--- config.mk ---
export PLATFORM = sky130hd
export DESIGN_NAME = sync_wedge_multi
export DESIGN_NICKNAME = d
export VERILOG_FILES = /design/src/rtl/sync_wedge_multi.sv
export SDC_FILE = /design/constraint.sdc
export NUM_CORES = 1
export LEC_CHECK = 0
export ABC_AREA = 1
export CORE_MARGIN = 4
export CORE_UTILIZATION = 48
export DETAILED_ROUTE_END_ITERATION = 8
export PLACE_DENSITY = 0.78
export RECOVER_POWER = 50
export SKIP_LAST_GASP = 1
export SYNTH_ARGS = -nofsm -noshare
export SYNTH_HDL_FRONTEND = slang
export SYNTH_SLANG_ARGS = --single-unit
--- constraint.sdc ---
create_clock -name clk_i -period 1.3 [get_ports clk_i]
set_input_delay 0.26 -clock clk_i [delete_from_list [all_inputs] [get_ports clk_i]]
set_output_delay 0.26 -clock clk_i [all_outputs]
set_load 0.02 [all_outputs]
--- src/rtl/sync_wedge_multi.sv ---
// sync_wedge_multi: NUM_CH-channel input conditioner.
// Each channel runs a STAGES-deep synchroniser, then a DEBOUNCE-cycle stability
// filter, then a registered rise/fall edge detector. Edges that match the
// per-channel mode set sticky pending flags, and those flags OR into irq_o.
// Optional feature macro: SYNC_WEDGE_MULTI_EVT_CNT_EN adds one saturating
// event counter per channel, exposed on evt_cnt_o.
module sync_wedge_multi #(
   parameter int NUM_CH   = 8,
   parameter int STAGES   = 2,
   parameter int DEBOUNCE = 4,
   parameter int CNT_W    = 8
) (
   input  logic                    clk_i,
   input  logic                    rst_ni,
   input  logic                    clr_i,
   input  logic                    en_i,
   input  logic [NUM_CH-1:0]       serial_i,
   input  logic [2*NUM_CH-1:0]     mode_i,
   input  logic [NUM_CH-1:0]       pend_clr_i,
   output logic [NUM_CH-1:0]       serial_o,
   output logic [NUM_CH-1:0]       r_edge_o,
   output logic [NUM_CH-1:0]       f_edge_o,
   output logic [NUM_CH-1:0]       pend_o,
   output logic                    irq_o
`ifdef SYNC_WEDGE_MULTI_EVT_CNT_EN
   ,output logic [CNT_W*NUM_CH-1:0] evt_cnt_o
`endif
);

   // A debounce counter is always at least one bit wide, so DEBOUNCE=1 still elaborates.
   localparam int              DB_W   = (DEBOUNCE > 1) ? $clog2(DEBOUNCE) : 1;
   localparam logic [DB_W-1:0] DB_MAX = DB_W'(DEBOUNCE - 1);
   localparam logic [DB_W-1:0] DB_ONE = DB_W'(1);

   logic [STAGES-1:0][NUM_CH-1:0] r_sync;
   logic [NUM_CH-1:0][DB_W-1:0]   r_cnt;
   logic [NUM_CH-1:0]             r_level;
   logic [NUM_CH-1:0]             r_rise;
   logic [NUM_CH-1:0]             r_fall;
   logic [NUM_CH-1:0]             r_pend;
   logic [NUM_CH-1:0]             w_sync;
   logic [NUM_CH-1:0]             w_qual;

   assign w_sync   = r_sync[STAGES-1];
   assign serial_o = r_level;
   assign r_edge_o = r_rise;
   assign f_edge_o = r_fall;
   assign pend_o   = r_pend;
   assign irq_o    = |r_pend;

   // Synchroniser chain. It is free-running and ignores en_i, so it is always settled.
   always_ff @(posedge clk_i or negedge rst_ni) begin
      if (!rst_ni) begin
         r_sync <= '0;
      end else if (clr_i) begin
         r_sync <= '0;
      end else begin
         r_sync <= {r_sync[STAGES-2:0], serial_i};
      end
   end

   // Stability filter and edge detector. A new level is accepted, and the edge
   // pulse is raised, on the same clock edge.
   always_ff @(posedge clk_i or negedge rst_ni) begin
      if (!rst_ni) begin
         r_cnt   <= '0;
         r_level <= '0;
         r_rise  <= '0;
         r_fall  <= '0;
      end else if (clr_i) begin
         r_cnt   <= '0;
         r_level <= '0;
         r_rise  <= '0;
         r_fall  <= '0;
      end else if (en_i) begin
         for (int i = 0; i < NUM_CH; i++) begin
            r_rise[i] <= 1'b0;
            r_fall[i] <= 1'b0;
            if (w_sync[i] == r_level[i]) begin
               r_cnt[i] <= '0;
            end else if (r_cnt[i] == DB_MAX) begin
               r_level[i] <= w_sync[i];
               r_cnt[i]   <= '0;
               r_rise[i]  <= w_sync[i];
               r_fall[i]  <= ~w_sync[i];
            end else begin
               r_cnt[i] <= r_cnt[i] + DB_ONE;
            end
         end
      end else begin
         r_rise <= '0;
         r_fall <= '0;
      end
   end

   // An edge is qualified when its type is enabled in the channel's current mode bits.
   always_comb begin
      w_qual = '0;
      for (int i = 0; i < NUM_CH; i++) begin
         w_qual[i] = (r_rise[i] & mode_i[2*i]) | (r_fall[i] & mode_i[2*i+1]);
      end
   end

   // Sticky pending flags. When a set and a clear land in the same cycle, the set wins.
   always_ff @(posedge clk_i or negedge rst_ni) begin
      if (!rst_ni) begin
         r_pend <= '0;
      end else if (clr_i) begin
         r_pend <= '0;
      end else begin
         r_pend <= (r_pend & ~pend_clr_i) | w_qual;
      end
   end

`ifdef SYNC_WEDGE_MULTI_EVT_CNT_EN
   logic [NUM_CH-1:0][CNT_W-1:0] r_evt;
   localparam logic [CNT_W-1:0] EVT_ONE = CNT_W'(1);

   assign evt_cnt_o = r_evt;

   // Saturating per-channel count of qualified edges. pend_clr_i does not touch it.
   always_ff @(posedge clk_i or negedge rst_ni) begin
      if (!rst_ni) begin
         r_evt <= '0;
      end else if (clr_i) begin
         r_evt <= '0;
      end else begin
         for (int i = 0; i < NUM_CH; i++) begin
            if (w_qual[i] && (r_evt[i] != {CNT_W{1'b1}})) begin
               r_evt[i] <= r_evt[i] + EVT_ONE;
            end else begin
               r_evt[i] <= r_evt[i];
            end
         end
      end
   end
`endif

endmodule

==> flow_summary.ini, run 1 <==
[floorplan]
start_util_pct = 50.5
ios = 69
core_area_um2 = 5640
die_area_um2 = 7240
die_x_um = 85.1
rows = 27
dieHeight_um = 85.1

[timing]
fin_crit_sh_pct = 104
finalSetupViolations = 2
final-max-slew-violation-count = 0
final.min_clock_period_ns = 1.35
finClkSkew_ns = 0.00354
whs_ns = 0.429
worstMarginPinSlew_ns = 0.800
fin_ws_ns = -0.0470
maxSlewHeadroom_pct = 46.7
rsz0062_at_grt = yes
hold_violations = 0
max_freq_mhz = 742

[power_and_ir_drop]
leakage_nw = 2.01
internal-power_mw = 3.14
p_clk_share_pct = 42.1
power.switching_mw = 0.874
comb_power_share_pct = 7.2
vdd_drop_max_mv = 0.837
finalPower_mw = 4.02
powerDensity_nw_per_um2 = 1060
switching_share_pct = 21.8
power_frac_seq_pct = 50.7

[status]
status = finished with violations
violations = setup timing

[critical_path]
criticalPathCategory = flip-flop to output pin
cp.required_ns = 1.04
critPathLaunchType = flip-flop
endpoint_kind = output pin
arrival_ns = 1.09
critPathMaxFanout = 2

[synthesis]
synth_compound_area_share_pct = 1.76
netlist_area_um2 = 2850
synth-seq-cells = 64
ys_types = 21
synth_top_family_by_area = simple AND/OR/NAND/NOR gates
synthAdderAreaFrac_pct = 3.51
postSynthAreaPerCell_um2 = 8.69
ys_seq_area_share_pct = 56.2
synth_xor_area_share_pct = 0.307
synth_mux_area_share_pct = 0
ys.warnings.count = 0
yosys.area_share.simple_pct = 28.8
syn-num-nets = 372
synthCells = 328

[final_layout]
antenna_cells = 0
mostFrequentLayoutCells = nand2_1, dfrtp_1, nor2_1
final_common_cell = nand2_1
nFillCells = 453
fin_nets = 463
syn2layout_area_growth_pct = 33.1
postLayoutCellArea_um2 = 3790
drive_gt1_share_pct = 17.5

[clocking]
clock_latency_ns = 0.33
clkSinkCount = 64
clk_pin_slew_ns = 0.06
cts_tree = yes
clock-root-buffer = clkbuf_8
cts-buffers-inserted = 9
h-tree-depth = 3
cts.path.max_buffers = 2
post_cts_buffers = 0

[global_route]
grt_antenna_before_repair = 0
overflow = 0
grt_pass1_wl_um = 10200
track_usage_pct = 17.9
grt_max_degree = 65
grt_pass1_vias = 2299

[placement]
finalWeightedCongestion = 0.829
place_hpwl_um = 4390
pre_cts_ws_ns = -0.251
place_area_um2 = 3700
port_buffers = 68

[hold_path]
min_path_type = primary input to flip-flop

[route]
drc_errors = 0
routed_wirelength_um = 6050
num_vias = 2329
ant_nets = 0
drt_first_pass_iters = 6
drt_first_iter_violations = 91
wire_per_inst_um = 12.2
vias_per_cell = 4.70

[run]
drv_cap = 0
-- cells by family (layout without fill, tap and decap cells) --
group                      Yosys count  after routing
AOI/OAI and AO/OA                    8              8
xor gates and xnor gates             1              1
adders and majority gates            8              8
buffers and inverters               53            149
DFF                                 64             64
and+or+nand+nor                    194            194
-- path summary, 6_finish.rpt --
path | from | endpoint | slack [ns] | cells past startpoint
max in group asynchronous | rst_ni | serial_o[3]$_DFFE_PN0P_ | 0.39 | 3
worst min-delay path | serial_i[2] | r_sync[2]$_DFF_PN0_ | 0.43 | 3
min in group asynchronous | rst_ni | serial_o[7]$_DFFE_PN0P_ | 0.53 | 3
worst max register to register | r_cnt[4]$_DFFE_PN0P_ | serial_o[2]$_DFFE_PN0P_ | 0.26 | 5
worst max-delay path | pend_o[7]$_DFF_PN0_ | irq_o | -0.05 | 3
worst min register to register | r_sync[5]$_DFF_PN0_ | w_sync[5]$_DFF_PN0_ | 0.46 | 2
-- power groups by stage --
stage               registers, mW  logic, mW  clock network, mW
floorplan                    2.07      0.134                  0
global placement             2.07      0.289                  0
detailed placement           2.07      0.297                  0
CTS                          2.04      0.300               1.73
global route                 2.04      0.322               1.84
finish                       2.04      0.289               1.69
-- layer usage --
layer | global-route usage, % | routed length, um | up-vias
met3 | 5.83 | 374 | 14
met4 | 8.78 | 151 | 0
met5 | 0 | 0 | -
met1 | 20.3 | 2660 | 1048
li1 | - | - | 1197
met2 | 30.4 | 2870 | 70
-- registers in the layout, indices dropped and copies added (netlist names) --
signal    count
r_cnt        16
f_edge_o      8
pend_o        8
r_edge_o      8
r_sync        8
serial_o      8
w_sync        8
-- area by class of cell --
type / count / area [um2] / area share [%]
multi-input cells: 211 / 983 / 25.9
well taps: 72 / 90.1 / 2.38
clock inverters: 3 / 40.0 / 1.06
clock buffers: 13 / 159 / 4.19
inverters: 44 / 178 / 4.68
repair buffers: 89 / 741 / 19.5
flip-flops and latches: 64 / 1600 / 42.2
-- per-stage QoR --
stage / util [%] / TNS (ns) / cells
CTS: 68.6 / -0.237 / 496
global placement: 65.5 / -4.14 / 479
finish: 67.2 / -0.0577 / 496
detailed placement: 65.5 / -4.87 / 479
floorplan: - / 0 / 328
global route: 67.2 / -0.210 / 496
-- synth_stat cells, drive strengths merged --
cell type	number	area, um2
dfrtp	64	1600
a31oi	8	50.1
inv	44	178
nand3	15	75.1
nor2	63	263
nand4	10	62.6
nor3	1	5.00
nand2	103	403
xor2	1	8.76
buf	9	90.1
nor4	1	6.26
nor3b	1	7.51
ha	8	100
-- what timing repair did --
action                                  4_1_cts  5_1_grt
pin swaps                                     0        2
endpoints found under the hold margin        64        0
hold buffers                                  1        0
gates resized for setup                      78       40
endpoints found under the setup margin       33       28
-- worst max-delay path, stage by stage (launching register included) --
cell and delay, ns:
dfrtp_1 0.38, nor2_2 0.13, nand4_1 0.10, buf_6 0.15
No activity file was read; power rests on OpenSTA's default activity.
==> run 2, diff against run 1 <==
CORE_ASPECT_RATIO = 1.75   (was default)
CORE_UTILIZATION = 49   (was 48)
PLACE_DENSITY = 0.79   (was 0.78)
==> flow_summary.ini, run 2 (synthesized netlist as in run 1, its figures left out) <==
[critical_path]
criticalPathCategory = flip-flop to output pin
worstRegToRegCells = 3
rr_endpoint = f_edge_o[7]$_DFF_PN0_
cp.required_ns = 1.04
worstReg2RegStart = r_cnt[14]$_DFFE_PN0P_
r2r_setup_slack_ns = 0.24
arrival_ns = 1.14
critPathMaxFanout = 3
endpoint_kind = output pin
critPathLaunchType = flip-flop

[clocking]
h-tree-depth = 3
clock_latency_ns = 0.35
cts_tree = yes
clk_pin_slew_ns = 0.07
clock-root-buffer = clkbuf_8
cts.path.max_buffers = 2
clkSinkCount = 64
cts-buffers-inserted = 9

[global_route]
grt_max_degree = 27
grt_pass1_vias = 2531
overflow = 0
track_usage_pct = 21.5
grt_antenna_before_repair = 0
grt_pass1_wl_um = 11300

[route]
num_vias = 2450
wire_per_inst_um = 13.6
routed_wirelength_um = 6860
drt_first_iter_violations = 75
vias_per_cell = 4.84
drc_errors = 0
drt_first_pass_iters = 4
ant_nets = 0

[timing]
final.min_clock_period_ns = 1.40
maxSlewHeadroom_pct = 72.0
whs_ns = 0.372
final-max-slew-violation-count = 0
rsz0062_at_grt = yes
max_freq_mhz = 715
fin_setup_tns_ns = -0.177
hold_violations = 0
finClkSkew_ns = 0.00988
worstMarginPinSlew_ns = 0.420
fin_crit_sh_pct = 108
fin_ws_ns = -0.0978
finalSetupViolations = 2

[placement]
port_buffers = 68
pre_cts_ws_ns = -0.172
place_hpwl_um = 5230
finalWeightedCongestion = 0.803
dp_cells = 489
place_area_um2 = 3800

[floorplan]
ios = 69
die_area_um2 = 7150
dieHeight_um = 109
start_util_pct = 50.6
die_x_um = 65.7
core_area_um2 = 5630
rows = 36

[hold_path]
min_path_type = primary input to async pin

[final_layout]
regMostFlops = r_cnt
drive_gt1_share_pct = 18.4
regArea_um2 = 1600
fin_nets = 469
final_common_cell = nand2_1
nFillCells = 468
multi_input_area_um2 = 983
final_cells = 506
mostFrequentLayoutCells = nand2_1, dfrtp_1, nor2_1
largest_reg_flops = 16
syn2layout_area_growth_pct = 37.7
postLayoutCellArea_um2 = 3920
antenna_cells = 0

[status]
violations = setup timing
status = finished with violations

[run]
drv_cap = 0

[power_and_ir_drop]
leakage_nw = 2.05
powerDensity_nw_per_um2 = 1040
vdd_drop_max_mv = 0.950
-- run 2: final cells by class --
type	count	area share [%]
flip-flops and latches	64	40.8
multi-input cells	211	25.1
repair buffers	95	22.1
inverters	44	4.53
clock buffers	13	4.05
well taps	76	2.42
clock inverters	3	1.02
-- run 2: power by group --
group	internal, mW	switching (mW)	total [mW]
sequential	2.02	0.0173	2.04
clock	0.985	0.730	1.71
combinational	0.162	0.162	0.323
-- run 2: what timing repair did --
item                       CTS  global route
buffers inserted             0             1
resized for setup           91            27
setup endpoints to repair   33            22
pin swaps                    0             0
hold buffers                 1             0
hold endpoints to repair    15             0
-- run 2: worst max-delay path, cell delays in order (launching register included) --
cell and delay [ns]:
dfrtp_1 0.43, nor2_1 0.11, nand4_1 0.09, buf_2 0.17
-- run 2: per-layer routing --
layer / routed length (um) / vias to the layer above / track usage, %
met5: 0 / - / 0
met4: 166 / 0 / 13.2
met3: 431 / 17 / 5.05
met2: 3640 / 85 / 37.4
met1: 2620 / 1147 / 23.1
li1: - / 1201 / -
-- run 2: per-stage QoR --
step	util (%)	power, mW
finish	69.7	4.08
global placement	67.5	2.40
CTS	70.7	4.13
global route	69.7	4.22
floorplan	-	2.20
detailed placement	67.5	2.41
-- run 2: worst max-delay path by stage --
stage,start,end,slack (ns)
6_report,pend_o[7]$_DFF_PN0_,irq_o,-0.1
3_5_place_dp,clr_i,serial_o[4]$_DFFE_PN0P_,-0.17
5_1_grt,pend_o[7]$_DFF_PN0_,irq_o,-0.16
4_1_cts,pend_o[7]$_DFF_PN0_,irq_o,-0.12
3_3_place_gp,clr_i,serial_o[0]$_DFFE_PN0P_,-0.15
2_1_floorplan,pend_o[4]$_DFF_PN0_,irq_o,0.24
==> run 3, diff against run 2 <==
CORE_ASPECT_RATIO = default   (was 1.75)
==> flow_summary.ini, run 3 (synthesized netlist as in run 1, its figures left out) <==
[critical_path]
cp.required_ns = 1.04
path_delay_family = flip-flops
cp_slowest_cell = dfrtp_1
endpoint_kind = output pin
crit_buf_inv = 1
critPathLaunchType = flip-flop
criticalPathCategory = flip-flop to output pin
cpPeakStageDelay_ns = 0.40
worstRegToRegCells = 4
worstReg2RegStart = r_cnt[8]$_DFFE_PN0P_
rr_endpoint = r_cnt[8]$_DFFE_PN0P_
critPathMaxFanout = 2
arrival_ns = 1.13
cp_cell_sequence = nor2_2 > nand4_1 > buf_4
r2r_setup_slack_ns = 0.23

[final_layout]
mostFrequentLayoutCells = nand2_1, dfrtp_1, nor2_1
fin_util_pct = 68.9
antenna_cells = 0
syn2layout_area_growth_pct = 34.8
final_common_cell = nand2_1
postLayoutCellArea_um2 = 3840
fin_nets = 470
drive_gt1_share_pct = 18.6
regMostFlops = r_cnt
largest_reg_flops = 16
final_cells = 502

[clocking]
cts_tree = yes
clkSinkCount = 64
cts.path.max_buffers = 2
clock_latency_ns = 0.34
h-tree-depth = 3
clk_pin_slew_ns = 0.06
cts-buffers-inserted = 9
clock-root-buffer = clkbuf_8

[route]
wire_per_inst_um = 13.7
drc_errors = 0
ant_nets = 0
drt_first_iter_violations = 157
num_vias = 2442
routed_wirelength_um = 6860
vias_per_cell = 4.86
drt_first_pass_iters = 4

[timing]
final-max-slew-violation-count = 0
rsz0062_at_grt = yes
worstMarginPinSlew_ns = 0.583
finalSetupViolations = 1
fin_ws_ns = -0.0931
final.min_clock_period_ns = 1.39
fin_crit_sh_pct = 107
hold_violations = 0
finClkSkew_ns = 0.00653
max_freq_mhz = 718
maxSlewHeadroom_pct = 61.1

[floorplan]
core_area_um2 = 5570
die_area_um2 = 7100
start_util_pct = 51.1
ios = 69
dieHeight_um = 84.3
die_x_um = 84.3
rows = 27

[hold_path]
min_path_type = primary input to async pin

[placement]
finalWeightedCongestion = 0.813
place_area_um2 = 3760
dp_cells = 484
port_buffers = 68
place_hpwl_um = 4950

[global_route]
track_usage_pct = 20.5
overflow = 0
grt_pass1_wl_um = 11400
grt_antenna_before_repair = 0
grt_pass1_vias = 2487
grt_max_degree = 32

[power_and_ir_drop]
internal-power_mw = 2.96
comb_power_share_pct = 8.0
powerDensity_nw_per_um2 = 994
power_frac_seq_pct = 53.4
leakage_nw = 2.02
p_clk_share_pct = 38.6
switching_share_pct = 22.6
finalPower_mw = 3.82
vdd_drop_max_mv = 0.731
power.switching_mw = 0.865

[status]
violations = setup timing
status = finished with violations

[run]
drv_cap = 0
==> run 3: stage by stage <==
step                TNS (ns)  hold WS [ns]  worst slack (ns)
floorplan                  0       -0.0356             0.238
global placement       -2.72         0.204            -0.136
detailed placement     -3.77         0.206            -0.170
CTS                  -0.0932         0.374           -0.0932
global route          -0.164         0.381            -0.152
finish               -0.0931         0.360           -0.0931
==> run 3: worst max-delay path by stage <==
stage                     slack [ns]           startpoint                 endpoint  cells after the start
after detailed placement       -0.17                 en_i  serial_o[0]$_DFFE_PN0P_                      7
after floorplan                 0.24  pend_o[4]$_DFF_PN0_                    irq_o                      2
final                          -0.09  pend_o[1]$_DFF_PN0_                    irq_o                      3
after CTS                      -0.09  pend_o[7]$_DFF_PN0_                    irq_o                      3
after global placement         -0.14                 en_i  serial_o[4]$_DFFE_PN0P_                      7
after global routing           -0.15  pend_o[1]$_DFF_PN0_                    irq_o                      3
==> run 3: timing repair <==
item / 4_1_cts / 5_1_grt
buffers inserted: 1 / 1
endpoints found under the hold margin: 13 / 0
hold buffers: 1 / 0
pin swaps: 0 / 2
setup endpoints to repair: 33 / 25
resized for setup: 93 / 33
==> run 3: power groups by stage <==
stage / combinational, mW / clock (mW) / sequential [mW]
detailed placement: 0.322 / 0 / 2.07
global placement: 0.313 / 0 / 2.07
CTS: 0.327 / 1.51 / 2.04
floorplan: 0.134 / 0 / 2.07
global route: 0.339 / 1.60 / 2.04
finish: 0.307 / 1.48 / 2.04
==> run 3: final cells by class <==
class                           instances  area, um2
Tap cell                               72       90.1
Timing Repair Buffer                   96        818
Inverter                               44        178
Fill cell                             453       1730
Clock buffer                           15        166
Multi-Input combinational cell        211        988
Sequential cell                        64       1600
==> run 3: per-layer routing <==
layer / track usage (%) / up-vias / part of all wire (%)
met1: 24.1 / 1139 / 42
li1: - / 1204 / -
met5: 0 / - / 0
met3: 5.69 / 15 / 6.5
met2: 34.0 / 84 / 49
met4: 10.7 / 0 / 2.2
==> variant 1: new RTL, settings of run 2 <==
`NUM_CH`: 8 -> 16.
--- a/src/rtl/sync_wedge_multi.sv
+++ b/src/rtl/sync_wedge_multi.sv
@@ -7,3 +7,3 @@
 module sync_wedge_multi #(
-   parameter int NUM_CH   = 8,
+   parameter int NUM_CH   = 16,
    parameter int STAGES   = 2,
Ports: changed (7 resized); port bits go from 69 to 133. The function was not compared with the original's and may differ.
==> variant 1 against run 2 <==
The flow still finishes with violations (setup timing). Die area rose by 84%. Via count rose by 100%. Cell count rose by 96%. Clock power rose to 2.7 times the old value. Sequential cell count rose by 64. Wire length rose by 110%. Total power rose by 130%. Non-clock buffer count rose by 91. Combinational power rose by 85%. Setup slack got worse by 0.21 ns. Design area rose by 98%. Area after synthesis rose by 95%. First-iteration DRC count rose to 3.2 times the old value. Largest power group is now clock.
==> variant 1: results (changes against run 2) <==
| Metric | Value |
|---|---|
| Comb_multi_in | `429 (+100%)` |
| Signal inverters | `84 (+91%)` |
| Failing checks | `setup timing` |
| Placed cell count | `954 (+95%)` |
| Total CTS buffers | `17 (+8)` |
| Clkbuf count | `17 (+4)` |
| Largest net degree at the start of global routing | `42 (+56%)` |
| Nets | `930 (+98%)` |
| Crit. Startpoint | `pend_o[14]` |
| PD cells | `1200 nW/um^2 (+15%)` |
| # port buffers | `132 (+94%)` |
| Clock-cell share of area | `7.58% (+2.5 points)` |
| FF-to-FF End | `r_cnt[18]` |
| Crit-path max cell delay | `0.38 ns (-0.05 ns)` |
| Gpl congestion | `0.779 (-3.0%)` |
| Sequential-to-total area share from yosys stat | `57.7% (+1.5 points)` |
| Final Worst Setup Slack | `-0.304 ns (-0.206 ns)` |
| Hold Path Class | `in2reg` |
| Fraction of cell area in non-clock buffers | `20.4% (-1.7 points)` |
| Synth Area in Adders | `3.61% (+0.097 points)` |
| Hold slack final | `0.188 ns (-0.184 ns)` |
| CP Max Fanout | `2 (-1)` |
| Fraction of layout cells with a size suffix above 1 | `17.7% (-0.68 points)` |
| Worst vdd ir | `1020 uV (+7.8%)` |
| Util after Layout | `69.9% (+0.21 points)` |
| Later-pin clock latency in the skew report | `0.41 ns (+0.06 ns)` |
| Synth cell count leaders | `nand2_1 (211), nor2_1 (132), dfrtp_1 (128)` |
| Status | `finished with violations` |
| Setup WS pre-CTS | `-0.306 ns (-0.134 ns)` |
| Cell family contributing the most delay on the critical path | `simple AND/OR/NAND/NOR gates` |
| XOR/XNOR Fraction of Synth Area | `0.158% (-0.15 points)` |
| Synth unique cells | `19 (-9.5%)` |
| # setup viols final | `10 (+8)` |
| Wire per inst | `14.2 um (+4.7%)` |
| Crit Reg-Reg Startpoint | `r_cnt[18]` |
| Post-placement cell area | `7360 um^2 (+94%)` |
| Multi-input gate share of total cell area | `24.5% (-0.53 points)` |
| Area delta synth->final | `39.9%` |
| Worst Reg-to-Reg Cells | `4 (+1)` |
| Leakage | `0.00415 uW (+100%)` |
## variant 1: layer usage
| layer | part of all wire, % | GRT usage (%) | up-vias |
|---|---|---|---|
| met5 | 0 | 0 | - |
| met4 | 3.1 | 10.5 | 0 |
| met3 | 5.2 | 5.14 | 37 |
| met2 | 57 | 42.5 | 150 |
| met1 | 35 | 22.7 | 2324 |
| li1 | - | - | 2403 |
## variant 1: cells by family after synthesis
logic type                 count (synthesis)
adders and majority gates                 16
buffers and inverters                    103
xor gates and xnor gates                   1
AOI/OAI and AO/OA                         16
and+or+nand+nor                          396
DFF                                      128
## variant 1: report_power, final
part / internal [uW] / switching, uW / leakage, uW
clock: 2840 / 1790 / 0.000269
sequential: 4040 / 34.3 / 0.00176
combinational: 290 / 309 / 0.00213
## variant 1: timing repair
item	in CTS	in global routing
buffers inserted	8	5
setup endpoints to repair	65	14
endpoints found under the hold margin	26	0
pin swaps	0	5
resized for setup	301	6
hold buffers	1	0
==> variant 2: new RTL, flow settings as in run 2 <==
Without the edit above. Register the inputs `en_i`, `serial_i` and `mode_i` before use, cleared by the reset. The logic sees them one clock later. The other inputs are not delayed to match.
--- a/src/rtl/sync_wedge_multi.sv
+++ b/src/rtl/sync_wedge_multi.sv
@@ -34,2 +34,18 @@
 
+   logic en_q;
+   logic [NUM_CH-1:0] serial_q;
+   logic [2*NUM_CH-1:0] mode_q;
+
+   always_ff @(posedge clk_i or negedge rst_ni) begin
+      if (!rst_ni) begin
+         en_q     <= '0;
+         serial_q <= '0;
+         mode_q   <= '0;
+      end else begin
+         en_q     <= en_i;
+         serial_q <= serial_i;
+         mode_q   <= mode_i;
+      end
+   end
+
    logic [STAGES-1:0][NUM_CH-1:0] r_sync;
@@ -57,3 +73,3 @@
       end else begin
-         r_sync <= {r_sync[STAGES-2:0], serial_i};
+         r_sync <= {r_sync[STAGES-2:0], serial_q};
       end
@@ -74,3 +90,3 @@
          r_fall  <= '0;
-      end else if (en_i) begin
+      end else if (en_q) begin
          for (int i = 0; i < NUM_CH; i++) begin
@@ -99,3 +115,3 @@
       for (int i = 0; i < NUM_CH; i++) begin
-         w_qual[i] = (r_rise[i] & mode_i[2*i]) | (r_fall[i] & mode_i[2*i+1]);
+         w_qual[i] = (r_rise[i] & mode_q[2*i]) | (r_fall[i] & mode_q[2*i+1]);
       end
Behaviour: not the same (a bounded check fails within 10 cycles, from zero or initial values and one cycle with rst_ni low).
==> variant 2 against run 2 <==
The flow still finishes with violations (setup timing). Hold slack gained 0.072 ns. Total power grew 38%. Area after synthesis grew 21%. Sequential cell count grew 25. Via count grew 7.3%. Design area grew 16%. Critical endpoint unchanged. Sequential share of layout area grew 8.0 points. Setup slack gained 0.032 ns. Die area grew 19%. Non-clock buffer count shrank 3. Wire length grew 6.7%. Synthesized cell count grew 7.6%.
==> variant 2: results (changes against run 2) <==
| Metric | Value |
|---|---|
| Worst vdd ir | `1070 uV (+13%)` |
| Synth area leaders | `dfrtp_1 (65%), nand2_1 (11%), nor2_1 (6.3%)` |
| # setup viols final | `1 (-1)` |
| Gpl congestion | `0.766 (-4.5%)` |
| Final HPWL from detailed placement | `5210 um (-0.35%)` |
| Failing checks | `setup timing` |
| Vias in the first global route | `2728 (+7.8%)` |
| First-pass GRT wire length | `12400 um (+9.9%)` |
| Sequential-to-total area share from yosys stat | `64.6% (+8.4 points)` |
| Worst Reg-to-Reg Cells | `4 (+1)` |
| Final Non-Filler Cells | `536 (+5.9%)` |
| DR WL met2 | `4110 um (+13%)` |
| DR vias | `2629 (+7.3%)` |
| Synth cell count leaders | `nand2_1 (102), dfrtp_1 (89), nor2_1 (58)` |
| Largest net degree at the start of global routing | `35 (+30%)` |
| Worst path arrival time | `1.11 ns (-0.03 ns)` |
| Final Worst Setup Slack | `-0.0654 ns (+0.0324 ns)` |
| Drt first-iter violations | `183 (+140%)` |
| Hold Path Class | `in2reg` |
| Placed cell count | `519 (+6.1%)` |
| Syn nets | `397 (+6.7%)` |
| Synth unique cells | `20 (-4.8%)` |
| Worst slew pin tran | `0.684 ns (+0.264 ns)` |
| Final setup TNS | `-0.0654 ns (+0.111 ns)` |
| Met1 wire length | `2580 um (-1.7%)` |
| Leakage | `0.00236 uW (+15%)` |
| M3 GR Usage | `5.24% (+0.18 points)` |
| Clk root buf | `clkbuf_16` |
| Status | `finished with violations` |
| Setup WS pre-CTS | `-0.138 ns (+0.0334 ns)` |
| Final WL | `7320 um (+6.7%)` |
| Met2 Use GR | `33.1% (-4.3 points)` |
| CP Max Fanout | `2 (-1)` |
| Avg Inst Size Synth | `9.77 um^2 (+12%)` |
| WL met3 | `422 um (-2.1%)` |
[variant 2: cell type report]
type | count | area [um^2]
Fill cell | 539 | 2290
Sequential cell | 89 | 2230
Multi-Input combinational cell | 211 | 977
Timing Repair Buffer | 92 | 791
Clock buffer | 13 | 270
Inverter | 44 | 175
Tap cell | 84 | 105
Clock inverter | 3 | 22.5
[variant 2: worst max-delay path, cell delays in order (launching register included)]
cell,delay [ns]
dfrtp_1,0.39
nor2_2,0.14
nand4_1,0.08
buf_2,0.17
[variant 2: power breakdown]
| part | total (uW) | switching [uW] | internal, uW |
|---|---|---|---|
| Sequential | 2870 | 32.1 | 2840 |
| Combinational | 302 | 165 | 136 |
| Clock | 2440 | 980 | 1460 |
| Total | 5610 | 1180 | 4430 |
[variant 2: cell families (layout without fill, tap and decap cells)]
| family | Yosys count | after routing | synth area share (%) |
|---|---|---|---|
| xor gates and xnor gates | 1 | 1 | 0.254 |
| and+or+nand+nor | 194 | 194 | 23.6 |
| adders and majority gates | 8 | 8 | 2.90 |
| AOI/OAI and AO/OA | 8 | 8 | 1.45 |
| buffers and inverters | 53 | 152 | 7.25 |
| DFF | 89 | 89 | 64.6 |
[variant 2: timing repair]
item | CTS | global route
hold buffers | 1 | 0
cloned | 0 | 0
endpoints found under the hold margin | 23 | 0
resized for setup | 77 | 32
endpoints found under the setup margin | 33 | 26
[variant 2: path summary, 6_finish.rpt]
path | from | to | slack, ns
max | pend_o[1] | irq_o | -0.07
min | clr_i | f_edge_o[6] | 0.44
max reg2reg | en_q | serial_o[7] | 0.18
min reg2reg | serial_q[0] | r_sync[0] | 0.45
max in group asynchronous | rst_ni | serial_o[1] | 0.14
min in group asynchronous | rst_ni | r_cnt[4] | 0.52
